==> config.mk <==
export PLATFORM = sky130hd
export DESIGN_NAME = instr_encoder_flat
export DESIGN_NICKNAME = d
export VERILOG_FILES = /design/src/rtl/instr_encoder_if.sv /design/src/rtl/instr_encoder.sv /design/src/flat_wrapper.sv
export SDC_FILE = /design/constraint.sdc
export NUM_CORES = 1
export LEC_CHECK = 0
export CAP_MARGIN = 20
export CORE_MARGIN = 1
export CORE_UTILIZATION = 41
export DETAILED_ROUTE_END_ITERATION = 10
export GPL_TIMING_DRIVEN = 0
export PLACE_DENSITY = 0.84
export SLEW_MARGIN = 10
export SYNTH_ARGS = -nofsm -noshare
export SYNTH_HDL_FRONTEND = slang
export SYNTH_SLANG_ARGS = --single-unit
==> constraint.sdc <==
create_clock -name clk -period 1.9 [get_ports clk]
set_input_delay 0.285 -clock clk [delete_from_list [all_inputs] [get_ports clk]]
set_output_delay 0.285 -clock clk [all_outputs]
set_load 0.02 [all_outputs]
==> src/rtl/instr_encoder_if.sv <==
// Handshake and field bundle between a driver and the instruction encoder.
// The driver uses the master side; the encoder uses the slave side.
interface instr_encoder_if;
   logic        in_valid;
   logic        in_ready;
   logic [6:0]  op;
   logic [4:0]  rd;
   logic [4:0]  rs1;
   logic [4:0]  rs2;
   logic [2:0]  funct3;
   logic [6:0]  funct7;
   logic [31:0] imm;
   logic        restart;
   logic        out_valid;
   logic        out_ready;
   logic [31:0] instr;
   logic [31:0] addr;
   logic        err;
   logic [15:0] err_count;

   modport master (
      output in_valid, op, rd, rs1, rs2, funct3, funct7, imm, restart, out_ready,
      input  in_ready, out_valid, instr, addr, err, err_count
   );

   modport slave (
      input  in_valid, op, rd, rs1, rs2, funct3, funct7, imm, restart, out_ready,
      output in_ready, out_valid, instr, addr, err, err_count
   );
endinterface

==> src/rtl/instr_encoder.sv <==
// Packs RV32 instruction fields into a 32-bit word behind a single-entry output
// register, tagging each word with a wrapping byte address; bad bundles become NOP.
module instr_encoder #(
   parameter logic [31:0] BASE_ADDR   = 32'h0000_0000,
   parameter int unsigned DEPTH_WORDS = 1024
) (
   input  logic           clk,
   input  logic           reset,
   instr_encoder_if.slave bus
);
   localparam int unsigned     SLOT_W    = (DEPTH_WORDS > 1) ? $clog2(DEPTH_WORDS) : 1;
   localparam logic [SLOT_W-1:0] LAST_SLOT = SLOT_W'(DEPTH_WORDS - 1);
   localparam logic [31:0]     NOP_WORD  = 32'h0000_0013;

   localparam logic [6:0] OP_IMM    = 7'b0010011;
   localparam logic [6:0] OP_LOAD   = 7'b0000011;
   localparam logic [6:0] OP_JALR   = 7'b1100111;
   localparam logic [6:0] OP_STORE  = 7'b0100011;
   localparam logic [6:0] OP_BRANCH = 7'b1100011;
   localparam logic [6:0] OP_JAL    = 7'b1101111;
   localparam logic [6:0] OP_LUI    = 7'b0110111;
   localparam logic [6:0] OP_AUIPC  = 7'b0010111;
   localparam logic [6:0] OP_REG    = 7'b0110011;

   logic              out_valid_q, out_valid_d;
   logic [31:0]       instr_q, instr_d;
   logic              err_q, err_d;
   logic [31:0]       addr_q, addr_d;
   logic [SLOT_W-1:0] slot_q, slot_d;
   logic [15:0]       err_count_q, err_count_d;

   logic        accept;
   logic        xfer;
   logic        is_shift;
   logic        fits12, fits13, fits21;
   logic [31:0] raw_word;
   logic        enc_bad;
   logic [31:0] enc_word;

   // An immediate fits N signed bits when all bits above N-1 match the sign bit.
   assign fits12   = (&bus.imm[31:11]) | ~(|bus.imm[31:11]);
   assign fits13   = (&bus.imm[31:12]) | ~(|bus.imm[31:12]);
   assign fits21   = (&bus.imm[31:20]) | ~(|bus.imm[31:20]);
   assign is_shift = (bus.op == OP_IMM) && ((bus.funct3 == 3'b001) || (bus.funct3 == 3'b101));

   always_comb begin
      raw_word = NOP_WORD;
      enc_bad  = 1'b0;
      case (bus.op)
         OP_REG: begin
            raw_word = {bus.funct7, bus.rs2, bus.rs1, bus.funct3, bus.rd, bus.op};
         end
         OP_IMM, OP_LOAD, OP_JALR: begin
            if (is_shift) begin
               raw_word = {bus.funct7, bus.imm[4:0], bus.rs1, bus.funct3, bus.rd, bus.op};
               enc_bad  = |bus.imm[31:5];
            end else begin
               raw_word = {bus.imm[11:0], bus.rs1, bus.funct3, bus.rd, bus.op};
               enc_bad  = ~fits12;
            end
         end
         OP_STORE: begin
            raw_word = {bus.imm[11:5], bus.rs2, bus.rs1, bus.funct3, bus.imm[4:0], bus.op};
            enc_bad  = ~fits12;
         end
         OP_BRANCH: begin
            raw_word = {bus.imm[12], bus.imm[10:5], bus.rs2, bus.rs1, bus.funct3,
                        bus.imm[4:1], bus.imm[11], bus.op};
            enc_bad  = ~fits13 | bus.imm[0];
         end
         OP_JAL: begin
            raw_word = {bus.imm[20], bus.imm[10:1], bus.imm[11], bus.imm[19:12], bus.rd, bus.op};
            enc_bad  = ~fits21 | bus.imm[0];
         end
         OP_LUI, OP_AUIPC: begin
            raw_word = {bus.imm[31:12], bus.rd, bus.op};
            enc_bad  = |bus.imm[11:0];
         end
         default: begin
            raw_word = NOP_WORD;
            enc_bad  = 1'b1;
         end
      endcase
      enc_word = enc_bad ? NOP_WORD : raw_word;
   end

   assign bus.in_ready  = ~out_valid_q | bus.out_ready;
   assign accept        = bus.in_valid & bus.in_ready;
   assign xfer          = out_valid_q & bus.out_ready;

   assign bus.out_valid = out_valid_q;
   assign bus.instr     = instr_q;
   assign bus.err       = err_q;
   assign bus.addr      = addr_q;
   assign bus.err_count = err_count_q;

   // Restart beats the post-transfer increment; the held word is untouched by it.
   always_comb begin
      out_valid_d = out_valid_q;
      instr_d     = instr_q;
      err_d       = err_q;
      addr_d      = addr_q;
      slot_d      = slot_q;
      err_count_d = err_count_q;

      if (accept) begin
         out_valid_d = 1'b1;
         instr_d     = enc_word;
         err_d       = enc_bad;
      end else if (xfer) begin
         out_valid_d = 1'b0;
      end

      if (bus.restart) begin
         addr_d = BASE_ADDR;
         slot_d = '0;
      end else if (xfer) begin
         if (slot_q == LAST_SLOT) begin
            addr_d = BASE_ADDR;
            slot_d = '0;
         end else begin
            addr_d = addr_q + 32'd4;
            slot_d = slot_q + SLOT_W'(1);
         end
      end

      if (xfer && err_q && (err_count_q != 16'hFFFF)) begin
         err_count_d = err_count_q + 16'd1;
      end
   end

   always_ff @(posedge clk) begin
      if (reset) begin
         out_valid_q <= 1'b0;
         instr_q     <= '0;
         err_q       <= 1'b0;
         addr_q      <= BASE_ADDR;
         slot_q      <= '0;
         err_count_q <= '0;
      end else begin
         out_valid_q <= out_valid_d;
         instr_q     <= instr_d;
         err_q       <= err_d;
         addr_q      <= addr_d;
         slot_q      <= slot_d;
         err_count_q <= err_count_d;
      end
   end
endmodule

==> src/flat_wrapper.sv <==
// flat-port wrapper written by rule: the top's interface ports become plain ports
module instr_encoder_flat 
#(
   parameter logic [31:0] BASE_ADDR   = 32'h0000_0000,
   parameter int unsigned DEPTH_WORDS = 1024
)
  (clk, reset, bus_in_valid, bus_op, bus_rd, bus_rs1, bus_rs2, bus_funct3, bus_funct7, bus_imm, bus_restart, bus_out_ready, bus_in_ready, bus_out_valid, bus_instr, bus_addr, bus_err, bus_err_count);
  instr_encoder_if bus_i ();
  input  logic clk;
  input  logic reset;
  input wire logic [$bits(bus_i.in_valid)-1:0] bus_in_valid;
  input wire logic [$bits(bus_i.op)-1:0] bus_op;
  input wire logic [$bits(bus_i.rd)-1:0] bus_rd;
  input wire logic [$bits(bus_i.rs1)-1:0] bus_rs1;
  input wire logic [$bits(bus_i.rs2)-1:0] bus_rs2;
  input wire logic [$bits(bus_i.funct3)-1:0] bus_funct3;
  input wire logic [$bits(bus_i.funct7)-1:0] bus_funct7;
  input wire logic [$bits(bus_i.imm)-1:0] bus_imm;
  input wire logic [$bits(bus_i.restart)-1:0] bus_restart;
  input wire logic [$bits(bus_i.out_ready)-1:0] bus_out_ready;
  output wire logic [$bits(bus_i.in_ready)-1:0] bus_in_ready;
  output wire logic [$bits(bus_i.out_valid)-1:0] bus_out_valid;
  output wire logic [$bits(bus_i.instr)-1:0] bus_instr;
  output wire logic [$bits(bus_i.addr)-1:0] bus_addr;
  output wire logic [$bits(bus_i.err)-1:0] bus_err;
  output wire logic [$bits(bus_i.err_count)-1:0] bus_err_count;
  assign bus_i.in_valid = bus_in_valid;
  assign bus_i.op = bus_op;
  assign bus_i.rd = bus_rd;
  assign bus_i.rs1 = bus_rs1;
  assign bus_i.rs2 = bus_rs2;
  assign bus_i.funct3 = bus_funct3;
  assign bus_i.funct7 = bus_funct7;
  assign bus_i.imm = bus_imm;
  assign bus_i.restart = bus_restart;
  assign bus_i.out_ready = bus_out_ready;
  assign bus_in_ready = bus_i.in_ready;
  assign bus_out_valid = bus_i.out_valid;
  assign bus_instr = bus_i.instr;
  assign bus_addr = bus_i.addr;
  assign bus_err = bus_i.err;
  assign bus_err_count = bus_i.err_count;
  instr_encoder #(.BASE_ADDR(BASE_ADDR), .DEPTH_WORDS(DEPTH_WORDS)) u_core (.clk(clk), .reset(reset), .bus(bus_i));
endmodule
## Yosys cells after proc, flatten, opt, wreduce, memory -nomap -nowiden

Index checks and enable logic that the tools add are counted.

- Input port bits: 69
- Bits in registers: 92

- Muxes and demuxes: 9
- Add/sub/neg operators: 3
- Bitwise operators: 15
- Reductions and logical operators: 16
- Equality and inequality tests: 13

Operators with widths:

| kind | number |
|---|---|
| 32-bit one-hot mux with 6 select lines | 1 |
| 32-bit two-way mux | 3 |
| 32-bit by 3-bit adder with 32-bit output (second input constant) | 1 |
| 27-bit OR reduction | 1 |
| 12-bit OR reduction | 2 |
| 7-bit by 6-bit == test with 1-bit output (second input constant) | 3 |
| 7-bit == test (second input constant) | 3 |
| 21-bit AND reduction | 1 |
| 21-bit OR reduction | 1 |
| 20-bit AND reduction | 1 |
| 20-bit OR reduction | 1 |
| 16-bit by 1-bit adder with 16-bit output (second input constant) | 1 |
| 16-bit != test (second input constant) | 1 |
| 7-bit by 5-bit == test with 1-bit output (second input constant) | 2 |
| 12-bit AND reduction | 1 |
| 10-bit by 1-bit adder with 10-bit output (second input constant) | 1 |
| 10-bit == test (second input constant) | 1 |
| 10-bit two-way mux | 1 |
| 7-bit by 2-bit == test with 1-bit output (second input constant) | 1 |
| 1-bit inverter | 7 |
| 1-bit bitwise OR | 6 |
| 1-bit one-hot mux with 6 select lines | 1 |
| 2-bit OR reduction | 2 |
| 3-bit by 1-bit == test with 1-bit output (second input constant) | 1 |
| other kinds (7) | 12 |

## Longest topological paths before layout

- Depth in word-level cells: 7
- Mapped depth: 8
- Depth with buffers taken out: 7

## Worst setup path after synthesis

No wires, ideal clock.

- Kind: register to register
- Start: register u_core.err_count_q[0] (netlist: u_core.bus.err_count[0])
- End: register u_core.err_count_q[4] (netlist: u_core.bus.err_count[4])
- Setup time: 0.128 ns
- Stages on the path, launching flop included: 8
- Arrival: 1.851 ns
- Period minus slack after synthesis: 1.979 ns
- Path slack: -0.079 ns
- Cell sequence: dfxtp_1 ha_1 nand4_1 nor4_1 a21oi_1 and4_1 xnor2_1 nor2_1

- Longest elaborated chain between the ends: 2
- Elaborated cells on any way between the ends: 3
- Those cells by class: add/sub (1); eq/ne (1); reduce/logical (1)

RTL lines:

| element | line | source |
|---|---|---|
| start, declared | instr_encoder.sv:30 | `logic [15:0] err_count_q, err_count_d;` |
| start signal, assigned | instr_encoder.sv:146 | `err_count_q <= err_count_d;` |
| branches (longest 2 deep; another with 16-bit by 1-bit adder with 16-bit output) | - |  |

Parallel ways; which one is timed is not known.
A chain may end at the register's enable or synchronous reset.

## Worst setup path in the final report

- Start: input port bus_op[4]
- End: register u_core.instr_q[5] (netlist: u_core.bus.instr[5])

- Longest elaborated chain between the ends: 5
- Elaborated cells on any way between the ends: 16
- Those cells by class: eq/ne (9); mux (4); reduce/logical (3)

RTL lines:

| element | line | source |
|---|---|---|
| start, declared | flat_wrapper.sv:12 | `input wire logic [$bits(bus_i.op)-1:0] bus_op;` |
| 7-bit by 5-bit == test with 1-bit output | instr_encoder.sv:44, instr_encoder.sv:49 |  |
| 1-bit logical AND | instr_encoder.sv:44 | `assign is_shift = (bus.op == OP_IMM) && ((bus.funct3 == 3'b001) \|\| (bus.funct3 == 3'b101));` |
| 1-bit two-way mux | instr_encoder.sv:54 | `if (is_shift) begin` |
| 1-bit one-hot mux with 6 select lines | instr_encoder.sv:49 | `case (bus.op)` |
| 32-bit two-way mux (*) | instr_encoder.sv:84 | `enc_word = enc_bad ? NOP_WORD : raw_word;` |
| end signal, assigned | instr_encoder.sv:142 | `instr_q <= instr_d;` |
| end, declared | instr_encoder.sv:26 | `logic [31:0] instr_q, instr_d;` |

Mark *: on every way between the ends. The rest lies on a longest branch, timed or not.

==> impl_metrics.json <==
{
  "rr_endpoint": "u_core.bus.instr[5]$_SDFFE_PP0P_",
  "synth_cell_types": 53,
  "drt-initial-drc-count": 297,
  "syn_to_final_growth_pct": 54.8,
  "combPwrFrac": 0.112,
  "cts_hold_buffers": 0,
  "place_ws_ns": -0.944,
  "yosys.area.top_type_share": 0.413,
  "synth-main-ff-cell": "dfxtp_1",
  "crit_end": "u_core.bus.instr[5]$_SDFFE_PP0P_",
  "crit_path_start": "bus_op[4]",
  "r2r_cells": 7,
  "grt_max_degree": 16,
  "place_inst": 792,
  "setup_viol": 1,
  "powerDensity_mw_per_mm2": 561,
  "die_h_um": 105,
  "syn_area_mm2": 0.00437,
  "ir_drop_uv": 337,
  "cp-start-kind": "input port",
  "syn_inst": 507,
  "skew_ns": 0.0109,
  "final_layout_size_suffix_gt1_frac": 0.201,
  "synth_top_area_cell": "dfxtp_1",
  "cts.path.max_buffers": 2,
  "max_freq_mhz": 526,
  "maxCapViolCount": 0,
  "grt_pass1_vias": 4562,
  "drcViolationCount": 0,
  "cp_common_cell": "buf_4",
  "io_buffers": 148,
  "crit_chain": "clkdlybuf4s15_1, buf_8, nand3b_1, buf_4, a211oi_4, o22ai_4, a21oi_4, nor4_4, buf_4, a32o_1",
  "numCtsBuffers": 9,
  "nets": 763,
  "first_pass_iters": 5,
  "required_ns": 2.18,
  "start_util": 0.423,
  "yosysSeqAreaShare": 0.413,
  "ys_ff_latch": 90,
  "yosysWarnings": 0,
  "core-area_mm2": 0.0103,
  "antenna_left": 0,
  "switchingPower_uw": 972,
  "cts_root_buffer": "clkbuf_8",
  "cpPeakStageDelay_ns": 0.27,
  "seq_power_share": 0.503,
  "synthMuxAreaShare": 0.00716,
  "synth_top_family_by_area": "simple AND/OR/NAND/NOR gates",
  "synth-compound-area-share": 0.162,
  "overflow": 0,
  "hpwl_mm": 9.99,
  "clock_latency_ns": 0.37,
  "cp_max_fo": 10,
  "final_cell_count_no_fill": 832,
  "fin_crit_ns": 1.90,
  "r2r_start": "u_core.bus.out_valid$_SDFFE_PP0P_",
  "cp.depth": 10,
  "layout_common_cells": "clkdlybuf4s50_1, dfxtp_1, nor2_1",
  "avgRoutedWirePerCell_um": 16.9,
  "whs_ns": 0.257,
  "fin_ws_ns": -0.00292,
  "cp.arrival_ns": 2.18,
  "synth_area_per_cell_um2": 8.61,
  "p_leak_uw": 0.00245,
  "rsz0062_at_grt": "yes",
  "maxSlewHeadroom": 0.550,
  "final_hold_viol_count": 0,
  "violations": "negative setup slack",
  "finalCritPeriodShare": 1.00,
  "n_antenna_cell": 0,
  "status": "complete, but fails checks",
  "h-tree-depth": 3,
  "antenna_found_initial": 0,
  "layout_commonest_cell": "clkdlybuf4s50_1",
  "worst_slew_pin_slew_ns": 0.669,
  "die_area_mm2": 0.0111,
  "crit_family": "compound AO/OA/AOI/OAI gates",
  "synthAdderAreaFrac": 0.00860,
  "synth_area_leaders": "dfxtp_1, nor2_1, xor2_1, a22o_1, xnor2_1",
  "cp_num_buf_inv": 4,
  "p_clk_frac": 0.385,
  "die_w_um": 105,
  "total_power_uw": 3790,
  "ios": 152,
  "synthSimpleGateAreaFrac": 0.267,
  "synth_edf_count": 0,
  "gp_congestion": 0.906,
  "finalWirelength_mm": 14.0,
  "placed_area_mm2": 0.00604,
  "post-route-cell-area_mm2": 0.00676,
  "clk_pin_slew_ns": 0.10,
  "synth-xor-area-share": 0.104,
  "grt_pass1_wl_mm": 22.2,
  "cts_tree": "yes",
  "slew_violations": 0,
  "clock_sinks": 90,
  "grt_usage": 0.252,
  "fill_cells": 797,
  "vias_per_cell": 5.63,
  "cp_slowest_cell": "a211oi_4",
  "hold_class": "input port to flip-flop",
  "power.internal_uw": 2820,
  "switching_share": 0.257,
  "endpoint_kind": "flip-flop",
  "async_reset_ff_frac": 0,
  "r2r_setup_slack_ns": 0.07,
  "path_class": "input port to flip-flop",
  "via_count": 4682,
  "rows": 37
}
state kept, by name (all words and copies together) (netlist names):
| register | cells |
|---|---|
| u_core.bus.addr | 30 |
| u_core.bus.err | 1 |
| u_core.bus.err_count | 16 |
| u_core.bus.instr | 32 |
| u_core.bus.out_valid | 1 |
| u_core.slot_q | 10 |
worst min-delay path, cell delays in order:
cell	delay, ns
dlymetal6s2s_1	0.12
a222oi_1	0.10
o21ai_2	0.11
worst min path at each step:
stage	from	endpoint	cells past startpoint
floorplan	bus_restart	u_core.slot_q[6]$_SDFFE_PP0P_	1
global placement	u_core.bus.instr[31]$_SDFFE_PP0P_	u_core.bus.instr[31]$_SDFFE_PP0P_	2
detailed placement	u_core.bus.instr[30]$_SDFFE_PP0P_	u_core.bus.instr[30]$_SDFFE_PP0P_	2
CTS	bus_imm[8]	u_core.bus.instr[28]$_SDFFE_PP0P_	3
global route	bus_imm[28]	u_core.bus.instr[28]$_SDFFE_PP0P_	3
finish	bus_imm[6]	u_core.bus.instr[26]$_SDFFE_PP0P_	3
synthesized netlist by cell type, drive strengths merged, types with 3 or more instances:
cell	number
dfxtp	90
nor2	81
nand2	38
xor2	32
nand3	24
o21ai	24
a22o	23
nand4	21
xnor2	20
nor3	17
clkbuf	16
inv	13
a222oi	11
nor4	10
a21oi	9
a22oi	8
and3	7
buf	7
and4	5
nand2b	5
and2	4
nor2b	4
o22ai	4
a211oi	3
ha	3
nand3b	3
nand4b	3
or2	3
area by class of cell:
class	count	area [µm²]	area share
timing repair buffer	174	1600	0.237
multi-input combinational	382	2740	0.406
sequential	90	1810	0.268
buffer	21	161	0.0239
inverter	13	48.8	0.00722
clock inverter	4	57.6	0.00851
tap	136	170	0.0252
clock buffer	12	165	0.0244
per-layer routing:
layer | vias to the layer above | share of wire | GRT usage
met2 | 238 | 0.49 | 0.429
met4 | 0 | 0.027 | 0.129
met3 | 30 | 0.081 | 0.0599
met1 | 2226 | 0.40 | 0.293
met5 | - | 0 | 0
li1 | 2188 | - | -
cells by family after synthesis:
family,count (synthesis)
AOI/OAI and AO/OA,91
other,1
xor gates and xnor gates,52
and+or+nand+nor,231
adders and majority gates,3
DFF,90
buffers and inverters,36
muxes,3
power by group through the flow:
stage / clock [µW] / combinational (µW) / sequential, µW
after global placement: 0 / 378 / 1950
final: 1460 / 424 / 1910
after global routing: 1560 / 449 / 1910
after floorplan: 0 / 135 / 1960
after CTS: 1470 / 398 / 1910
after detailed placement: 0 / 383 / 1950
metrics by stage:
stage	util	setup TNS, ns
floorplan	-	0
global route	0.655	-0.242
finish	0.655	-0.00292
CTS	0.638	-0.0114
detailed placement	0.585	-46.29
global placement	0.585	-44.68
what timing repair did:
item	4_1_cts	5_1_grt
setup endpoints to repair	64	66
cloned	1	0
pin swaps	26	26
gates resized for setup	106	68
setup buffers	16	9
Note: power is estimated with default switching activity, not from simulation.
